$ cat src/rtl/cpu_pkg.sv
// Shared opcode/sub-op constants and interrupt sequencer state type for the
// write-back stage.
package cpu_pkg;

    // Major opcodes as seen in the WB stage
    localparam logic [3:0] OP_NOP  = 4'd0;
    localparam logic [3:0] OP_MOV  = 4'd1;
    localparam logic [3:0] OP_ADD  = 4'd2;
    localparam logic [3:0] OP_SUB  = 4'd3;
    localparam logic [3:0] OP_AND  = 4'd4;
    localparam logic [3:0] OP_OR   = 4'd5;
    localparam logic [3:0] OP_SHF  = 4'd6;
    localparam logic [3:0] OP_STK  = 4'd7;
    localparam logic [3:0] OP_NOT  = 4'd8;
    localparam logic [3:0] OP_JMP  = 4'd9;
    localparam logic [3:0] OP_INC  = 4'd10;
    localparam logic [3:0] OP_CALL = 4'd11;
    localparam logic [3:0] OP_LDI  = 4'd12;
    localparam logic [3:0] OP_LDD  = 4'd13;
    localparam logic [3:0] OP_STD  = 4'd14;
    localparam logic [3:0] OP_HLT  = 4'd15;

    // Sub-ops of OP_STK (carried in ra[1:0])
    localparam logic [1:0] SUB_PUSH = 2'd0;
    localparam logic [1:0] SUB_POP  = 2'd1;
    localparam logic [1:0] SUB_OUT  = 2'd2;
    localparam logic [1:0] SUB_IN   = 2'd3;

    // Sub-ops of OP_CALL (carried in ra[1:0])
    localparam logic [1:0] SUB_CALL = 2'd1;
    localparam logic [1:0] SUB_RET  = 2'd2;
    localparam logic [1:0] SUB_RTI  = 2'd3;

    // Interrupt-entry sequencer states
    typedef enum logic [1:0] {
        IDLE = 2'd0,
        PUSH = 2'd1,
        ACK  = 2'd2
    } int_state_t;

endpackage

$ cat src/rtl/wb_sp_unit.sv
// Stack pointer register: load beats inc/dec, arithmetic wraps modulo
// 2^DATA_W and a wrap leaves a sticky error flag until reset.
module wb_sp_unit #(
    parameter int              DATA_W   = 8,
    parameter logic [DATA_W-1:0] SP_RESET = 'hFF
) (
    input  logic              clk,
    input  logic              rst,
    input  logic              inc,
    input  logic              dec,
    input  logic              load,
    input  logic [DATA_W-1:0] load_data,
    output logic [DATA_W-1:0] sp,
    output logic              sp_err
);

    // SP update with load priority and wrap detection
    always_ff @(posedge clk or posedge rst) begin
        if (rst) begin
            sp     <= SP_RESET;
            sp_err <= 1'b0;
        end else if (load) begin
            sp <= load_data;
        end else if (dec) begin
            sp <= sp - DATA_W'(1);
            if (sp == '0) sp_err <= 1'b1;
        end else if (inc) begin
            sp <= sp + DATA_W'(1);
            if (sp == '1) sp_err <= 1'b1;
        end
    end

endmodule

$ cat src/rtl/wb_ctrl_seq.sv
// Registered WB-stage controller: decodes the retiring instruction into a
// register-file write, owns SP / OUT port / halt latch, and sequences
// interrupt entry (push words, then acknowledge).
module wb_ctrl_seq
    import cpu_pkg::*;
#(
    parameter int                DATA_W         = 8,
    parameter int                REG_CNT        = 4,
    parameter int                SP_IDX         = 3,
    parameter logic [DATA_W-1:0] SP_RESET       = 'hFF,
    parameter int                INT_PUSH_WORDS = 2,
    localparam int               AW             = $clog2(REG_CNT)
) (
    input  logic              clk,
    input  logic              rst,
    input  logic              wb_valid,
    input  logic [3:0]        opcode,
    input  logic [AW-1:0]     ra_wb,
    input  logic [AW-1:0]     rb_wb,
    input  logic [DATA_W-1:0] wb_data,
    input  logic [DATA_W-1:0] in_port,
    input  logic              int_req,
    output logic              rf_we,
    output logic [AW-1:0]     rf_waddr,
    output logic [DATA_W-1:0] rf_wdata,
    output logic [DATA_W-1:0] sp_o,
    output logic              sp_err,
    output logic [DATA_W-1:0] out_port,
    output logic              out_valid,
    output logic              halted,
    output logic              int_busy,
    output logic              int_ack,
    output logic              stall
);

    localparam logic [AW-1:0] SP_ADDR = AW'(SP_IDX);
    localparam int            CW      = $clog2(INT_PUSH_WORDS + 1);
    localparam logic [CW-1:0] LAST    = CW'(INT_PUSH_WORDS - 1);

    int_state_t        state;
    logic [CW-1:0]     cnt;

    logic              go;
    logic [1:0]        sub;
    logic              we_d;
    logic [AW-1:0]     waddr_d;
    logic [DATA_W-1:0] wdata_d;
    logic              sp_inc;
    logic              sp_dec;
    logic              sp_load;
    logic              out_we;
    logic              halt_set;

    assign go  = wb_valid && (state == IDLE) && !halted;
    assign sub = ra_wb[1:0];

    // Decode of the retiring instruction plus SP pre-decrement during PUSH
    always_comb begin
        we_d     = 1'b0;
        waddr_d  = '0;
        wdata_d  = '0;
        sp_inc   = 1'b0;
        sp_dec   = 1'b0;
        out_we   = 1'b0;
        halt_set = 1'b0;
        if (go) begin
            case (opcode)
                OP_MOV, OP_ADD, OP_SUB, OP_AND, OP_OR, OP_NOT, OP_INC: begin
                    we_d    = 1'b1;
                    waddr_d = ra_wb;
                    wdata_d = wb_data;
                end
                OP_SHF, OP_LDI: begin
                    if (!sub[1]) begin
                        we_d    = 1'b1;
                        waddr_d = rb_wb;
                        wdata_d = wb_data;
                    end
                end
                OP_LDD: begin
                    we_d    = 1'b1;
                    waddr_d = rb_wb;
                    wdata_d = wb_data;
                end
                OP_STK: begin
                    case (sub)
                        SUB_PUSH: sp_dec = 1'b1;
                        SUB_POP: begin
                            we_d    = 1'b1;
                            waddr_d = rb_wb;
                            wdata_d = wb_data;
                            sp_inc  = 1'b1;
                        end
                        SUB_OUT: out_we = 1'b1;
                        default: begin
                            we_d    = 1'b1;
                            waddr_d = rb_wb;
                            wdata_d = in_port;
                        end
                    endcase
                end
                OP_CALL: begin
                    if (sub == SUB_CALL) sp_dec = 1'b1;
                    else if (sub == SUB_RET || sub == SUB_RTI) sp_inc = 1'b1;
                end
                OP_HLT: halt_set = 1'b1;
                default: ;
            endcase
        end
        if (state == PUSH) sp_dec = 1'b1;
    end

    // Writing the SP alias overrides the instruction's own inc/dec
    assign sp_load = we_d && (waddr_d == SP_ADDR);

    wb_sp_unit #(
        .DATA_W   (DATA_W),
        .SP_RESET (SP_RESET)
    ) u_sp (
        .clk       (clk),
        .rst       (rst),
        .inc       (sp_inc && !sp_load),
        .dec       (sp_dec && !sp_load),
        .load      (sp_load),
        .load_data (wdata_d),
        .sp        (sp_o),
        .sp_err    (sp_err)
    );

    // Interrupt FSM, halt latch and all registered stage outputs
    always_ff @(posedge clk or posedge rst) begin
        if (rst) begin
            state     <= IDLE;
            cnt       <= '0;
            rf_we     <= 1'b0;
            rf_waddr  <= '0;
            rf_wdata  <= '0;
            out_port  <= '0;
            out_valid <= 1'b0;
            halted    <= 1'b0;
            int_busy  <= 1'b0;
            int_ack   <= 1'b0;
            stall     <= 1'b0;
        end else begin
            rf_we     <= we_d;
            rf_waddr  <= waddr_d;
            rf_wdata  <= wdata_d;
            out_valid <= out_we;
            if (out_we) out_port <= wb_data;
            int_ack   <= 1'b0;
            case (state)
                IDLE: begin
                    if (int_req) begin
                        state    <= PUSH;
                        cnt      <= '0;
                        halted   <= 1'b0;
                        int_busy <= 1'b1;
                        stall    <= 1'b1;
                    end else if (halt_set) begin
                        halted <= 1'b1;
                        stall  <= 1'b1;
                    end
                end
                PUSH: begin
                    if (cnt == LAST) begin
                        state   <= ACK;
                        int_ack <= 1'b1;
                    end else begin
                        cnt <= cnt + CW'(1);
                    end
                end
                default: begin
                    state    <= IDLE;
                    int_busy <= 1'b0;
                    stall    <= 1'b0;
                end
            endcase
        end
    end

endmodule
$ cat config.mk
export PLATFORM = sky130hd
export DESIGN_NAME = wb_ctrl_seq
export DESIGN_NICKNAME = d
export VERILOG_FILES = /design/src/rtl/cpu_pkg.sv /design/src/rtl/wb_sp_unit.sv /design/src/rtl/wb_ctrl_seq.sv
export SDC_FILE = /design/constraint.sdc
export NUM_CORES = 1
export LEC_CHECK = 0
export ABC_AREA = 1
export BUFFER_PORTS_ARGS = -buffer_cell sky130_fd_sc_hd__clkbuf_2
export CAP_MARGIN = 20
export CORE_MARGIN = 1.5
export CORE_UTILIZATION = 40
export DETAILED_ROUTE_END_ITERATION = 8
export PLACE_DENSITY_LB_ADDON = 0.12
export SLEW_MARGIN = 20
export SYNTH_ARGS = -nofsm -noshare
export SYNTH_HDL_FRONTEND = slang
export SYNTH_SLANG_ARGS = --single-unit
$ cat constraint.sdc
create_clock -name clk -period 2 [get_ports clk]
set_input_delay 0.3 -clock clk [delete_from_list [all_inputs] [get_ports clk]]
set_output_delay 0.3 -clock clk [all_outputs]
set_load 0.1 [all_outputs]
-- Word level (Yosys, flattened, before mapping)
Index checks and enable logic that the tools add are counted.
- reductions and logical operators: 26
- add/sub/neg operators: 3
- equality and inequality tests: 25
- multiplexer cells: 47
- bitwise gates (word level): 2
- operator list (operator ; number):
    $mux W8 ; 5
    $mux W1 ; 25
    $eq A4 B4 Y1 const B ; 6
    $pmux W8 S3 ; 1
    $eq A4 B3 Y1 const B ; 4
    $pmux W8 S2 ; 1
    $mux W2 ; 7
    $add A8 B1 Y8 const B ; 1
    $eq A4 B2 Y1 const B ; 2
    $eq A8 B8 Y1 const B ; 1
    $logic_not A8 Y1 ; 1
    $pmux W1 S2 ; 4
    $pmux W2 S2 ; 2
    $pmux W2 S4 ; 1
    $reduce_and A2 Y1 ; 4
    $reduce_bool A2 Y1 ; 4
    $reduce_or A8 Y1 ; 1
    $sub A8 B1 Y8 const B ; 1
    $reduce_or A7 Y1 ; 1
    $eq A2 B1 Y1 const B ; 3
    $eq A2 B2 Y1 const B ; 3
    $ne A2 B2 Y1 const B ; 3
    $logic_and A1 B1 Y1 ; 5
    $eq A4 B1 Y1 const B ; 1
    12 further kinds ; 16
- input port bits: 28
- bits in registers: 37

-- Depth between registers and ports, before layout
- word-level depth: 12
- mapped depth: 17

-- Modules after synthesis
Synthesis repeated with hierarchy kept, for this count alone.
- cell total of the unflattened synthesis: 342
- area, all modules: 2511.2 µm²
- modules (own cells, without submodules) (module ; instances ; cells an instance ; area each (µm²) ; sequential area each (µm²)):
    wb_ctrl_seq ; 1 ; 224 ; 1641.6 ; 700.7
    wb_sp_unit ; 1 ; 118 ; 869.6 ; 235.2

-- Least setup slack after synthesis
No wires, ideal clock.
- path type: reg-to-reg
- start point: register halted
- end point: register u_sp.sp[5]
- cell stages (with the launch flop): 13
- setup slack: -0.579 ns
- data required time: 1.917 ns
- clock period less this slack: 2.579 ns
- buffers on the path: 0
- data arrival time: 2.496 ns
- cells stage by stage: dfrtp_1 inv_1 nand3_1 inv_2 nand2_1 nand2_2 ha_1 a21o_1 a21oi_1 o21ai_0 xor2_1 nand2_1 nand3_1
- word-level cells in the longest chain between the ends: 9
- elaborated cells between the ends (all ways): 16
- ends and longest elaborated chain (what ; RTL line ; text):
    start: declaration ; wb_ctrl_seq.sv:30 ; output logic halted,
    start signal: assignment ; wb_ctrl_seq.sv:140 ; halted <= 1'b0;
    start signal: assignment ; wb_ctrl_seq.sv:156 ; halted <= 1'b0;
    start signal: assignment ; wb_ctrl_seq.sv:160 ; halted <= 1'b1;
    $logic_not A1 Y1 (*) ; wb_ctrl_seq.sv:54 ; assign go = wb_valid && (state == IDLE) && !halted;
    $logic_and A1 B1 Y1 (*) ; wb_ctrl_seq.sv:54 ;
    $mux W2 ; wb_ctrl_seq.sv:66 ; if (go) begin
    $eq A2 B2 Y1 ; wb_ctrl_seq.sv:114 ; assign sp_load = we_d && (waddr_d == SP_ADDR);
    $logic_and A1 B1 Y1 ; wb_ctrl_seq.sv:114 ;
    $logic_not A1 Y1 ; wb_ctrl_seq.sv:122, wb_ctrl_seq.sv:123 ;
    $logic_and A1 B1 Y1 ; wb_ctrl_seq.sv:123 ; .dec (sp_dec && !sp_load),
    $mux W8 ; wb_sp_unit.sv:24 ; end else if (dec) begin
    $mux W8 ; wb_sp_unit.sv:22 ; end else if (load) begin
    end signal: assignment ; wb_sp_unit.sv:23 ; sp <= load_data;
    end signal: assignment ; wb_sp_unit.sv:25 ; sp <= sp - DATA_W'(1);
    end signal: assignment ; wb_sp_unit.sv:28 ; sp <= sp + DATA_W'(1);
    end: declaration ; wb_sp_unit.sv:13 ; output logic [DATA_W-1:0] sp,
Every way passes the cells marked *; elsewhere a longest branch is shown, timed or not.
A chain may end at the register's enable or synchronous reset.

-- Worst setup path in the final report
- start point: register state[0]
- end point: register u_sp.sp[4]
- word-level cells in the longest chain between the ends: 10
- elaborated cells between the ends (all ways): 18
- ends and longest elaborated chain (what ; RTL line ; text):
    start: declaration ; wb_ctrl_seq.sv:40 ; int_state_t state;
    start signal: assignment ; wb_ctrl_seq.sv:133 ; state <= IDLE;
    start signal: assignment ; wb_ctrl_seq.sv:154 ; state <= PUSH;
    start signal: assignment ; wb_ctrl_seq.sv:166 ; state <= ACK;
    $logic_not A2 Y1 ; wb_ctrl_seq.sv:54 ;
    $logic_and A1 B1 Y1 (2 in series) ; wb_ctrl_seq.sv:54 ;
    $mux W2 ; wb_ctrl_seq.sv:66 ;
    $eq A2 B2 Y1 ; wb_ctrl_seq.sv:114 ;
    $logic_and A1 B1 Y1 ; wb_ctrl_seq.sv:114 ;
    $logic_not A1 Y1 ; wb_ctrl_seq.sv:122, wb_ctrl_seq.sv:123 ;
    $logic_and A1 B1 Y1 ; wb_ctrl_seq.sv:123 ;
    $mux W8 ; wb_sp_unit.sv:24 ;
    $mux W8 ; wb_sp_unit.sv:22 ;
Several ways; a longest one is shown, not always the timed one.

==> results by group <==
Run status
  • Result of the run: finished, final reports clean

Route
  • Average wire per cell in the routed design: 12.0 um
  • Number of DRC violations after detailed-routing iteration 0: 130
  • Remaining DRCs: 0
  • Vias/cell: 4.73
  • Final ANT Viol Nets: 0
  • Routed wire length: 5730 um
  • Vias post-DR: 2254
  • Drt pass-1 iters: 4

Timing
  • Max Clock Skew: 0.00531 ns
  • Hold Fails Final Rpt: 0
  • Maximum clock frequency: between 0.5 and 0.6 GHz
  • Transition at the pin with the smallest max-transition slack: 0.561 ns
  • Slew Limit Headroom: 62.8%
  • Setup repair after global routing missed its margin: yes
  • Minimum clock period after layout: just under 2 ns
  • Period Utilization, post-route: around 97%
  • Final setup violation count: 0
  • Slew Limit Fails: 0

Critical path
  • Slowest CP cell: dfrtp_1
  • Kind of critical path: reg2reg
  • Critical path fanouts, max: 5
  • Worst-path cell chain: nor2_2 -> nand3_2 -> inv_2 -> nand2_4 -> nand2_8 -> ha_4 -> a21o_1 -> a31oi_1 -> xnor2_1 -> nand2_1 -> nand3_1
  • Type of element capturing the critical path: flip-flop
  • Family with the most delay on the worst path: simple AND/OR/NAND/NOR gates
  • Arrival time worst endpoint: around 2.2 ns
  • Count of buffering cells on the critical path with inverters included: 1
  • Critical path required time: 2.23 ns
  • Element type at the critical path start: flip-flop
  • Slowest stage delay, CP: 0.40 ns

Yosys
  • Ranking of synthesized cells by area: dfrtp_1 31%, nand2_1 14%, dfstp_2 9.1%, nand3_1 9.1%, inv_1 8.6%
  • Cell count after synthesis: 320
  • FFs w/ async S/R, synth: 100%
  • Share of the synthesized area in the top cell type: 31.4%
  • Cell taking the most area after synthesis: dfrtp_1
  • Post-synthesis sequential area ratio: 40.5%
  • Number of synthesized flops with an enable pin: 0
  • Synthesis warning total: 0
  • Cell with the most instances after synthesis: nand2_1
  • #FFs+latches synth: 37
  • Synth Area per Inst: 7.23 um^2
  • Synth top cells by count: 84 x nand2_1, 53 x inv_1, 42 x nand3_1
  • Count of unique library cells instantiated by Yosys: 29
  • Top flip-flop cell by instance count after synthesis: dfrtp_1
  • Mapped Nets: approximately 360
  • Summed instance area of the synthesized netlist: 2310 um^2

Place
  • Final Wtd Congestion: ~0.9
  • DPL Wire Length: 4520 um
  • Number of buffer cells added on primary ports: 60
  • Cell area after placement: between 2000 and 3000 um^2
  • Placed Instances: 461

Power and ir drop
  • Power density over the cells: 1830 nW/um^2
  • IR drop worst, VDD: 996 uV
  • Leakage power: 1.73 nW

Floorplan
  • Die width: 79.0 um
  • Placement Rows: 27
  • Die ar.: 6250 um^2
  • I/O pin count: 61
  • Initial Utilization: a little over two fifths
  • Overall die height: 79.0 um
  • Core box area: roughly 5500 um^2

Global routing
  • Total Routing Usage GR: just under 20%
  • Initial antenna violation count: 0
  • First-pass GRT wire length: 9610 um
  • Via count of the first global-routing pass: 2162
  • Sum of overflow across all layers after global routing: 0
  • Largest net degree at the start of global routing: 19

CTS
  • Clock tree from TritonCTS: done
  • Clock latency on the worst-skew pair: just under 0.3 ns
  • Count of clock tree sinks: 37
  • Count of H-tree levels built during CTS: 2
  • Number of buffers on the longest clock path: 2
  • Clock transition at the registers of the reported paths: 0.08 ns
  • TritonCTS buffer count: 5
  • Root cell of the clock tree: clkbuf_8

Min path
  • HP Class: in2reg

Run
  • Max Cap Violations: 0

Final layout
  • Fin nets: between 400 and 500
  • Count of inserted antenna diode cells: 0
  • Post-route standard cell area excluding fillers: approximately 3100 um^2
  • Layout area overhead: 33.0%
  • Fillcell total: between 500 and 600
  • Number of standard cells in the layout, taps in and fillers out: 477
  • Proportion of layout cells with a drive suffix above 1: 35.3%
==> layer usage <==
| layer | GRT usage, % | vias up | share of wire [%] |
|---|---|---|---|
| met5 | 0 | - | 0 |
| met4 | 7.02 | 0 | 1.4 |
| met3 | 4.02 | 8 | 4.1 |
| met2 | 32.5 | 60 | 46 |
| met1 | 25.6 | 1008 | 49 |
| li1 | - | 1178 | - |
==> metrics by stage <==
stage	hold slack, ns	total power (W)	util, %	TNS, ns	setup WS (ns)
5_1_grt	0.268	0.00603	55.5	-0.147	-0.0579
4_1_cts	0.257	0.00529	53.5	0	0.00777
3_3_place_gp	0.256	0.00473	51.9	0	0.000371
6_report	0.266	0.00563	55.5	0	0.0670
2_1_floorplan	0.448	0.00406	-	-0.0856	-0.0540
3_5_place_dp	0.255	0.00477	51.9	-0.111	-0.0367
==> worst min-delay path, delay by kind of cell <==
family	cells	cell delay, ns
AO/OA/AOI/OAI	1	0.07
buffers and inverters	2	0.15
==> registers in the layout (all words and copies together) (netlist names) <==
name         count
cnt              2
halted           1
state            2
u_sp.sp          8
u_sp.sp_err      1
int_ack          1
stall            1
out_port         8
rf_waddr         2
rf_wdata         8
rf_we            1
int_busy         1
out_valid        1
==> power by group <==
| group | total (W) | switching (W) | internal, W |
|---|---|---|---|
| clock network | 0.000508 | 0.000267 | 0.000242 |
| registers | 0.00125 | 0.000217 | 0.00104 |
| logic | 0.00387 | 0.00264 | 0.00123 |
==> placed cells by master (no fill, tap or decap), types with 6 or more instances in the layout <==
master | netlist | routed
buf_4 | 0 | 21
clkbuf_2 | 0 | 60
dfrtp_1 | 29 | 28
dfstp_2 | 8 | 8
ha_4 | 0 | 6
inv_1 | 53 | 49
inv_2 | 9 | 12
nand2_1 | 84 | 78
nand2_2 | 6 | 10
nand3_1 | 42 | 38
nand3_2 | 2 | 6
nor2_1 | 15 | 14
o21ai_0 | 20 | 19
o21ai_1 | 9 | 9
==> cell type report <==
class	count	area [um^2]	area share (%)
Sequential cell	37	940	30.6
Timing Repair Buffer	82	468	15.2
Inverter	62	235	7.65
Clock buffer	6	72.6	2.36
Tap cell	72	90.1	2.93
Multi-Input combinational cell	216	1260	41.0
Clock inverter	2	10.0	0.325
==> final timing paths <==
check	cells after the start	end	slack [ns]	start
setup / recovery	11	u_sp.sp[4]	0.07	state[0]
min in group asynchronous	3	rf_wdata[7]	0.48	rst
hold / removal	3	out_port[7]	0.27	wb_data[7]
setup reg to reg	11	u_sp.sp[4]	0.07	state[0]
hold reg to reg	2	u_sp.sp_err	0.47	u_sp.sp_err
max in group asynchronous	4	u_sp.sp[6]	0.89	rst
==> cells by family after synthesis <==
group           count (synthesis)  share of synthesized area, %
simple gates                  161                          31.8
xor+xnor                        6                          2.27
buf+inv                        68                          11.8
compound gates                 40                          9.04
flops                          37                          40.5
fa+ha+maj                       8                          4.65
==> repair_timing <==
action,CTS,global route
hold buffers,1,0
endpoints found under the hold margin,2,0
setup buffers,0,6
resized for setup,0,15
endpoints found under the setup margin,0,5
Power figures use the tool's default switching activity.
